--- config.mk ---
export PLATFORM = sky130hd
export DESIGN_NAME = fp_ieee_to_flopoco_sp
export DESIGN_NICKNAME = d
export VERILOG_FILES = /design/src/rtl/fp_ieee_to_flopoco_sp_pkg.sv /design/src/rtl/fp_pipe_stage.sv /design/src/rtl/fp_ieee_to_flopoco_sp.sv
export SDC_FILE = /design/constraint.sdc
export NUM_CORES = 1
export LEC_CHECK = 0
export CAP_MARGIN = 20
export CORE_ASPECT_RATIO = 0.6
export CORE_UTILIZATION = 50
export CTS_CLUSTER_DIAMETER = 150
export CTS_CLUSTER_SIZE = 10
export DETAILED_ROUTE_END_ITERATION = 10
export PLACE_DENSITY = 0.79
export SLEW_MARGIN = 0
export SYNTH_ARGS = -nofsm -noshare
export SYNTH_HDL_FRONTEND = slang
export SYNTH_HIERARCHICAL = 1
export SYNTH_SLANG_ARGS = --single-unit
--- constraint.sdc ---
create_clock -name clk -period 2.3 [get_ports clk]
set_input_delay 0.575 -clock clk [delete_from_list [all_inputs] [get_ports clk]]
set_output_delay 0.575 -clock clk [all_outputs]
set_load 0.01 [all_outputs]
--- src/rtl/fp_ieee_to_flopoco_sp_pkg.sv ---
// Shared single-precision definitions: exception encoding, field widths and word layouts.
// The snan pipeline bit exists only when FP_SNAN_FLAG_EN is defined.
package fp_ieee_to_flopoco_sp_pkg;

    localparam int unsigned EXP_W  = 8;
    localparam int unsigned FRAC_W = 23;

    localparam logic [1:0] EXC_ZERO   = 2'b00;
    localparam logic [1:0] EXC_NORMAL = 2'b01;
    localparam logic [1:0] EXC_INF    = 2'b10;
    localparam logic [1:0] EXC_NAN    = 2'b11;

    localparam logic [FRAC_W-1:0] NAN_FRAC = 23'h400000;

    typedef struct packed {
        logic [1:0]        exc;
        logic              sign;
        logic [EXP_W-1:0]  exp;
        logic [FRAC_W-1:0] frac;
    } sp_word_t;

    typedef struct packed {
        logic [1:0]        cls;
        logic              sign;
        logic [EXP_W-1:0]  exp;
        logic [FRAC_W-1:0] frac;
        logic              ftz;
`ifdef FP_SNAN_FLAG_EN
        logic              snan;
`endif
    } dec_t;

    typedef struct packed {
        sp_word_t word;
        logic     ftz;
`ifdef FP_SNAN_FLAG_EN
        logic     snan;
`endif
    } out_t;

    function automatic dec_t decode(input logic [31:0] w);
        dec_t              d;
        logic [EXP_W-1:0]  e;
        logic [FRAC_W-1:0] f;
        e      = w[30:23];
        f      = w[22:0];
        d      = '0;
        d.sign = w[31];
        d.exp  = e;
        d.frac = f;
        if (e == '0) begin
            d.cls = EXC_ZERO;
            d.ftz = |f;
        end else if (&e) begin
            d.cls = (|f) ? EXC_NAN : EXC_INF;
        end else begin
            d.cls = EXC_NORMAL;
        end
`ifdef FP_SNAN_FLAG_EN
        d.snan = (&e) & (|f) & ~f[22];
`endif
        return d;
    endfunction

endpackage

--- src/rtl/fp_pipe_stage.sv ---
// Generic valid/ready register slice; loads valid and data whenever en is high.
module fp_pipe_stage #(
    parameter int unsigned Width = 1
) (
    input  logic             clk,
    input  logic             rst,
    input  logic             en,
    input  logic             in_valid,
    input  logic [Width-1:0] in_data,
    output logic             out_valid,
    output logic [Width-1:0] out_data
);

    always_ff @(posedge clk or posedge rst) begin
        if (rst) begin
            out_valid <= 1'b0;
            out_data  <= '0;
        end else if (en) begin
            // A drained stage with no new input clears its valid here.
            out_valid <= in_valid;
            out_data  <= in_data;
        end
    end

endmodule

--- src/rtl/fp_ieee_to_flopoco_sp.sv ---
// Two-stage IEEE-754 binary32 to 34-bit internal float converter with valid/ready flow control.
// Define FP_SNAN_FLAG_EN to add the out_snan port and its pipeline bit.
module fp_ieee_to_flopoco_sp (
    input  logic        clk,
    input  logic        rst,
    input  logic        in_valid,
    output logic        in_ready,
    input  logic [31:0] in_data,
    output logic        out_valid,
    input  logic        out_ready,
    output logic [33:0] out_data,
    output logic        out_ftz
`ifdef FP_SNAN_FLAG_EN
    ,
    output logic        out_snan
`endif
);
    import fp_ieee_to_flopoco_sp_pkg::*;

    dec_t dec;
    dec_t s1_q;
    out_t asm_o;
    out_t s2_q;
    logic s1_valid;
    logic s2_valid;
    logic en1;
    logic en2;

    assign en2      = ~s2_valid | out_ready;
    assign en1      = ~s1_valid | en2;
    assign in_ready = en1;

    assign dec = decode(in_data);

    fp_pipe_stage #(
        .Width($bits(dec_t))
    ) u_stage1 (
        .clk      (clk),
        .rst      (rst),
        .en       (en1),
        .in_valid (in_valid),
        .in_data  (dec),
        .out_valid(s1_valid),
        .out_data (s1_q)
    );

    always_comb begin
        asm_o           = '0;
        asm_o.word.exc  = s1_q.cls;
        asm_o.word.sign = s1_q.sign;
        asm_o.ftz       = s1_q.ftz;
        unique case (s1_q.cls)
            EXC_NORMAL: begin
                asm_o.word.exp  = s1_q.exp;
                asm_o.word.frac = s1_q.frac;
            end
            EXC_NAN: begin
                // Every NaN collapses to the canonical positive quiet NaN.
                asm_o.word.sign = 1'b0;
                asm_o.word.frac = NAN_FRAC;
            end
            default: ;
        endcase
`ifdef FP_SNAN_FLAG_EN
        asm_o.snan = s1_q.snan;
`endif
    end

    fp_pipe_stage #(
        .Width($bits(out_t))
    ) u_stage2 (
        .clk      (clk),
        .rst      (rst),
        .en       (en2),
        .in_valid (s1_valid),
        .in_data  (asm_o),
        .out_valid(s2_valid),
        .out_data (s2_q)
    );

    assign out_valid = s2_valid;
    assign out_data  = s2_q.word;
    assign out_ftz   = s2_q.ftz;
`ifdef FP_SNAN_FLAG_EN
    assign out_snan  = s2_q.snan;
`endif

endmodule

# Yosys cells after proc, flatten, opt, wreduce, memory -nomap -nowiden
# Index checks and enable logic that the tools add are counted.
classes:
  eq_ne: 2
  multipliers: 0
  reduce_logical: 3
  n_bitwise: 4
  div_mod_pow: 0
  n_addsub: 0
  shift: 0
  muxes: 7
  order_cmp: 0
op_table:
  columns: ["cell", "n"]
  rows:
  - ["case mux 23 bit (2 select lines)", 1]
  - ["OR reduction 23 bit", 1]
  - ["logical NOT 8 bit", 1]
  - ["two-way mux 8 bit", 1]
  - ["AND reduction 8 bit", 1]
  - ["two-way mux 2 bit", 2]
  - ["two-way mux 1 bit", 3]
  - ["equality test 2 x 1 -> 1 bit (second input constant)", 1]
  - ["equality test 2 bit (second input constant)", 1]
  - ["NOT 1 bit", 2]
  - ["OR 1 bit", 2]
totals:
  wordCells: 20
  latchBits: 0
  mem_bits_ro: 0
  mem_bits_rw: 0
  memories: 0
  reg_bits: 72
  in_bits: 36

# Logic depth before layout (Yosys ltp)
# Gate-level depths: netlist (run 1).
depth:
  ltp_word: 4
  ltp_mapped: 4
  ltp_nobuf: 4

# Hierarchy
# The synthesis (run 1) kept the hierarchy.
by_module_without_submodules:
  columns: ["mod", "area_per_inst_um2", "n_inst", "seq_area_each_um2", "cells_each"]
  rows:
  - ["fp_pipe_stage", 1493.9, 2, 900.9, 77]
  - ["fp_ieee_to_flopoco_sp", 341.6, 1, 0.0, 54]

# Least setup slack after synthesis (run 1)
# No wires, ideal clock.
synth_path:
  path_type: "input to register"
  startpoint: "input in_data[4]"
  endpoint: "register u_stage1.out_data[33]"
  path_slack_ns: 0.587
  path_buffers: 0
  t_arrival_ns: 1.588
  setup_ns: 0.125
  cell_stages: 4
  path_cell_list: "or4_1 nor2_1 a31oi_1 mux2_4"
synth_lines:
  columns: ["element", "line_no", "source"]
  rows:
  - ["start: declaration", "fp_ieee_to_flopoco_sp.sv:8", "input logic [31:0] in_data,"]
  - ["end signal: assignment", "fp_pipe_stage.sv:21", "out_data <= in_data;"]
  - ["end: declaration", "fp_pipe_stage.sv:11", "output logic [Width-1:0] out_data"]

==> results.json, run 1 <==
{
  "track_usage": 0.211,
  "status": "finished clean",
  "clock_power_share": 0.350,
  "ys_seq_elements": 72,
  "regArea_um2": 1800,
  "worst_clock_skew_ns": 0.00628,
  "viasPerCell": 5.00,
  "setup-violations-final": 0,
  "cts_htree_levels": 3,
  "pwr-share-comb": 0.212,
  "ant_nets": 0,
  "critPathBufInv": 1,
  "p_leak_nw": 1.98,
  "clock-sinks": 72,
  "core_region_area_um2": 6280,
  "nets": 321,
  "vias": 1871,
  "tns_ns": 0,
  "rsz0062_at_grt": "false",
  "internal_power_mw": 2.62,
  "peakVddDrop_v": 0.000351,
  "path_cells": "clkdlybuf4s50_1, nor4_1, and4_1, a31oi_1, mux2_4",
  "layout_commonest_cell": "dfrtp_1",
  "use_met2": 0.302,
  "fin_ws_ns": 0.356,
  "cp_top_family": "simple AND/OR/NAND/NOR gates",
  "io_pins": 73,
  "regToRegStartpoint": "u_stage1/out_data[33]",
  "overflow": 0,
  "routedWlPerCell_um": 17.4,
  "power_frac_seq": 0.438,
  "synth.avg_cell_area_um2": 16.0,
  "use_met3": 0.0615,
  "drc_errors": 0,
  "arrival_ns": 2.17,
  "max_clock_freq_ghz": 0.514,
  "diodes": 0,
  "dp_slack_ns": 0.0165,
  "grt_max_degree": 37,
  "hold_viol": 0,
  "slew_headroom": 0.449,
  "portBuffers": 72,
  "drive_gt1_frac": 0.331,
  "area_growth_pct": 29.2,
  "die_area_um2": 7000,
  "cts_buffers": 9,
  "multiInputGateArea_um2": 1370,
  "busiest_layer": "met1",
  "cts_root_buffer": "clkbuf_8",
  "setup.worst_path.start_class": "primary input",
  "clk_path_buf_depth": 2,
  "grt_pass1_wl_um": 10600,
  "crit_start": "in_data[14]",
  "slew_viol_final": 0,
  "postCtsSetupRepairBufs": 0,
  "power.density_nw_per_um2": 800,
  "clkLatencyLatePin_ns": 0.34,
  "cpMaxStageDelayCell": "nor4_1",
  "final_cell_mix": "dfrtp_1, clkdlybuf4s50_1, mux2_4",
  "end_kind": "flip-flop",
  "cap_violations": 0,
  "start_util": 0.531,
  "ys_types": 22,
  "grt_use_met1": 0.311,
  "min_path_type": "flip-flop to flip-flop",
  "finalWirelength_um": 6520,
  "synth_nets": 244,
  "fin_util": 0.685,
  "drt_iter0_markers": 56,
  "synth_seq_area_share": 0.541,
  "p_sw_frac": 0.240,
  "netlist_instances": 208,
  "power.switching_mw": 0.824,
  "cp-endpoint": "u_stage1/out_data[33]",
  "nFillCells": 455,
  "worstSetupPathType": "primary input to flip-flop",
  "antenna_found_initial": 0,
  "post-route-period-util": 0.845,
  "reg2reg_setup_slack_ns": 0.45,
  "synth_area_um2": 3330,
  "yosys_warnings": 6,
  "cp_data_required_time_ns": 2.53,
  "cts_tree": "yes",
  "gp_congestion": 0.749,
  "die_h_um": 65.2,
  "grt_pass1_vias": 1975,
  "place_hpwl_um": 4420,
  "drtPass1Iterations": 4,
  "clkTransAtPathRegs_ns": 0.07,
  "die_w_um": 107,
  "fin_crit_ns": 1.94,
  "worst-r2r-cell-count": 4,
  "path_depth": 5,
  "cp_slowest_stage_delay_ns": 0.48,
  "rr_endpoint": "u_stage2/out_data[8]",
  "core.rowCount": 22,
  "tightest_slew_ns": 0.825,
  "critPathMaxFanout": 2
}
synth_stat cells, drive strengths merged:
library cell	instances	area share
nor2	3	0.0034
nor3	1	0.0015
nor2b	1	0.0019
a21boi	2	0.0056
dfrtp	72	0.54
inv	2	0.0023
nand4	2	0.0038
or4	4	0.010
and4	1	0.0026
clkbuf	3	0.0034
and2	30	0.056
o21a	1	0.0023
nand2b	1	0.0019
nand3b	1	0.0023
nor4	3	0.0056
mux2	72	0.31
a31oi	1	0.0019
buf	8	0.043
per-layer routing:
layer / up-vias / routed length (um)
met4: 0 / 54
met1: 936 / 3430
met5: - / 0
met2: 49 / 2770
li1: 878 / -
met3: 8 / 265
timing repair:
item                                    4_1_cts  5_1_grt
hold buffers                                  0        0
resized for setup                             0        1
endpoints found under the setup margin        0        1
final cells by class:
class                   instances  area share
flip-flops and latches         72       0.419
multi-input cells             123       0.318
well taps                      84      0.0244
inverters                       2     0.00175
clock buffers                   9      0.0288
repair buffers                 77       0.180
clock inverters                 7      0.0279
through the flow:
stage | instances | cell area [um^2] | total power [mW] | hold slack, ns
after floorplan | 208 | 3330 | 1.96 | 0.472
after global placement | 358 | 4050 | 2.25 | 0.481
after detailed placement | 358 | 4050 | 2.26 | 0.488
after CTS | 374 | 4300 | 3.48 | 0.509
after global routing | 374 | 4300 | 3.60 | 0.522
final | 374 | 4300 | 3.44 | 0.504
cells by family (layout without fill, tap and decap cells):
logic type	Yosys count	in the layout	share of synthesized area
and+or+nand+nor	47	47	0.0894
buffers and inverters	13	95	0.0485
AOI/OAI and AO/OA	4	4	0.00977
muxes	72	72	0.311
DFF	72	72	0.541
power groups by stage:
stage | clock network [mW] | logic (mW) | registers, mW
6_report | 1.20 | 0.729 | 1.51
3_3_place_gp | 0 | 0.720 | 1.53
5_1_grt | 1.30 | 0.777 | 1.53
2_1_floorplan | 0 | 0.403 | 1.55
3_5_place_dp | 0 | 0.734 | 1.53
4_1_cts | 1.23 | 0.738 | 1.51
worst reg2reg max path: cells and delay by family, from the launching register on:
| kind | cells | cell delay [ns] |
|---|---|---|
| AND/OR/NAND/NOR | 2 | 0.88 |
| multiplexers | 1 | 0.15 |
| flip-flops | 1 | 0.42 |
| buffers and inverters | 1 | 0.34 |
registers in the layout, indices dropped and copies added, names as in the netlist:
register            cells
u_stage1/out_data      35
u_stage1/out_valid      1
u_stage2/out_data      35
u_stage2/out_valid      1
worst min-delay path by stage:
stage                          start                    end  slack [ns]  depth (start not counted)
2_1_floorplan  u_stage1/out_data[10]  u_stage1/out_data[10]        0.47                          1
3_3_place_gp   u_stage1/out_data[10]  u_stage1/out_data[10]        0.48                          1
3_5_place_dp   u_stage1/out_data[29]  u_stage1/out_data[29]        0.49                          1
4_1_cts        u_stage1/out_data[29]  u_stage1/out_data[29]        0.51                          1
5_1_grt        u_stage1/out_data[27]  u_stage1/out_data[27]        0.52                          1
6_report       u_stage1/out_data[29]  u_stage1/out_data[29]        0.50                          1
Note: power is estimated with default switching activity, not from simulation.
==> inputs of run 2 (changes only) <==
==> constraint.sdc (replaced) <==
create_clock -name clk -period 1.9 [get_ports clk]
set_input_delay 0.475 -clock clk [delete_from_list [all_inputs] [get_ports clk]]
set_output_delay 0.475 -clock clk [all_outputs]
set_load 0.01 [all_outputs]
==> results.json, run 2 (synthesis gave the netlist of run 1 again) <==
{
  "start_util": 0.531,
  "drive_gt1_frac": 0.368,
  "diodes": 0,
  "drc_errors": 0,
  "end_kind": "output pin",
  "tightest_slew_ns": 0.591,
  "fin_crit_ns": 1.82,
  "finalWirelength_um": 6580,
  "cts_htree_levels": 3,
  "worstSetupPathType": "primary input to output pin",
  "clock-sinks": 72,
  "dr_wl_met3_um": 376,
  "wl_met1_um": 3420,
  "antenna_found_initial": 0,
  "min_path_type": "flip-flop to flip-flop",
  "cp_top_family": "buffers and inverters",
  "p_leak_nw": 2.07,
  "grt_pass1_wl_um": 11300,
  "hold_viol": 0,
  "nFillCells": 438,
  "cap_violations": 0,
  "ant_nets": 0,
  "cts_buffers": 9,
  "fin_hold_ws_ns": 0.505,
  "clkTransAtPathRegs_ns": 0.07,
  "cts_resized": 2,
  "final_cell_mix": "dfrtp_1, clkdlybuf4s50_1, mux2_4",
  "postCtsSetupRepairBufs": 0,
  "portBuffers": 72,
  "max_clock_freq_ghz": 0.549,
  "setup.worst_path.start_class": "primary input",
  "cts_root_buffer": "clkbuf_8",
  "grt_pass1_vias": 2087,
  "cp_data_required_time_ns": 1.42,
  "track_usage": 0.218,
  "grt_max_degree": 37,
  "gp_congestion": 0.775,
  "slew_viol_final": 0,
  "reg_top3": "u_stage1/out_data x35, u_stage2/out_data x35",
  "overflow": 0,
  "drt_iter0_markers": 119,
  "cts_hold_buf": 0,
  "worst_clock_skew_ns": 0.00596,
  "core_region_area_um2": 6280,
  "reg2reg_setup_slack_ns": 0.35,
  "arrival_ns": 1.35,
  "clkLatencyLatePin_ns": 0.34,
  "final_area_um2": 4440,
  "setup-violations-final": 0,
  "slew_headroom": 0.604,
  "fin_util": 0.708,
  "clk_path_buf_depth": 2,
  "cp_slowest_stage_delay_ns": 0.40,
  "layout_commonest_cell": "dfrtp_1",
  "worst-r2r-cell-count": 4,
  "io_pins": 73,
  "worstHoldStart": "u_stage1/out_data[3]",
  "rr_endpoint": "u_stage2/out_data[13]",
  "wl_met2_um": 2780,
  "hold_path_end": "u_stage1/out_data[3]",
  "whs_path_depth": 1,
  "post-route-period-util": 0.958,
  "regToRegStartpoint": "u_stage1/out_data[34]",
  "vias": 1936,
  "rsz0062_at_grt": "false",
  "status": "finished clean",
  "area_growth_pct": 33.4,
  "path_cells": "clkdlybuf4s50_1, nand3b_1, dlygate4sd2_1",
  "die_w_um": 107,
  "cpMaxStageDelayCell": "clkdlybuf4s50_1",
  "drtPass1Iterations": 4,
  "die_h_um": 65.2,
  "critPathMaxFanout": 2,
  "peakVddDrop_v": 0.000602,
  "cts_tree": "yes",
  "die_area_um2": 7000,
  "highest_layer": "met4",
  "critPathBufInv": 2,
  "routedWlPerCell_um": 16.8,
  "place_hpwl_um": 4500,
  "place_area_um2": 4210,
  "core.rowCount": 22,
  "power.density_nw_per_um2": 941,
  "nets": 338,
  "viasPerCell": 4.95
}
-- run 2: cell count changes in the layout (fill, tap and decap cells not counted) --
cell            delta
clkbuf_1           +1
nor2b_2            +1
buf_4             +15
dlygate4sd2_1      +1
nor2b_1            -1
dlymetal6s2s_1     -1
clkinv_2           +1
buf_12             +2
clkinv_4           -2
-- run 2: metrics by stage --
stage                     cells  worst slack, ns  total power, mW  setup TNS, ns
after floorplan             208            0.287             2.37              0
after global placement      375           -0.233             2.76          -3.43
after detailed placement    375           -0.268             2.77          -3.73
after CTS                   391           0.0765             4.22              0
after global routing        391           0.0407             4.40              0
final                       391           0.0789             4.18              0
-- run 2: worst max-delay path by stage --
stage | cells past startpoint | slack, ns | to | startpoint
floorplan | 4 | 0.29 | u_stage1/out_data[33] | in_data[4]
global placement | 5 | -0.23 | u_stage1/out_data[33] | in_data[4]
detailed placement | 5 | -0.27 | u_stage1/out_data[33] | in_data[4]
CTS | 3 | 0.08 | in_ready | out_ready
global route | 3 | 0.04 | in_ready | out_ready
finish | 3 | 0.08 | in_ready | out_ready
-- run 2: worst register-to-register path, stage by stage, from the launching register on --
cell and delay (ns):
dfrtp_1 0.39, nor2b_2 0.49, buf_4 0.31, and2_1 0.16
mux2_2 0.15
-- run 2: layer usage --
| layer | track usage | up-vias |
|---|---|---|
| met5 | 0 | - |
| met4 | 0.0411 | 0 |
| met1 | 0.334 | 975 |
| met2 | 0.297 | 47 |
| met3 | 0.0774 | 4 |
| li1 | - | 910 |
-- run 2: cell type report --
class / instances / area (um^2) / area share
clock buffer: 10 / 128 / 0.0287
multi-input combinational: 123 / 1370 / 0.309
tap: 84 / 105 / 0.0237
sequential: 72 / 1800 / 0.406
clock inverter: 6 / 108 / 0.0242
timing repair buffer: 94 / 922 / 0.208
inverter: 2 / 7.51 / 0.00169
-- run 2: power breakdown --
| part | total, mW | switching [mW] | internal (mW) |
|---|---|---|---|
| clock | 1.44 | 0.571 | 0.868 |
| combinational | 0.921 | 0.314 | 0.607 |
| sequential | 1.82 | 0.107 | 1.72 |
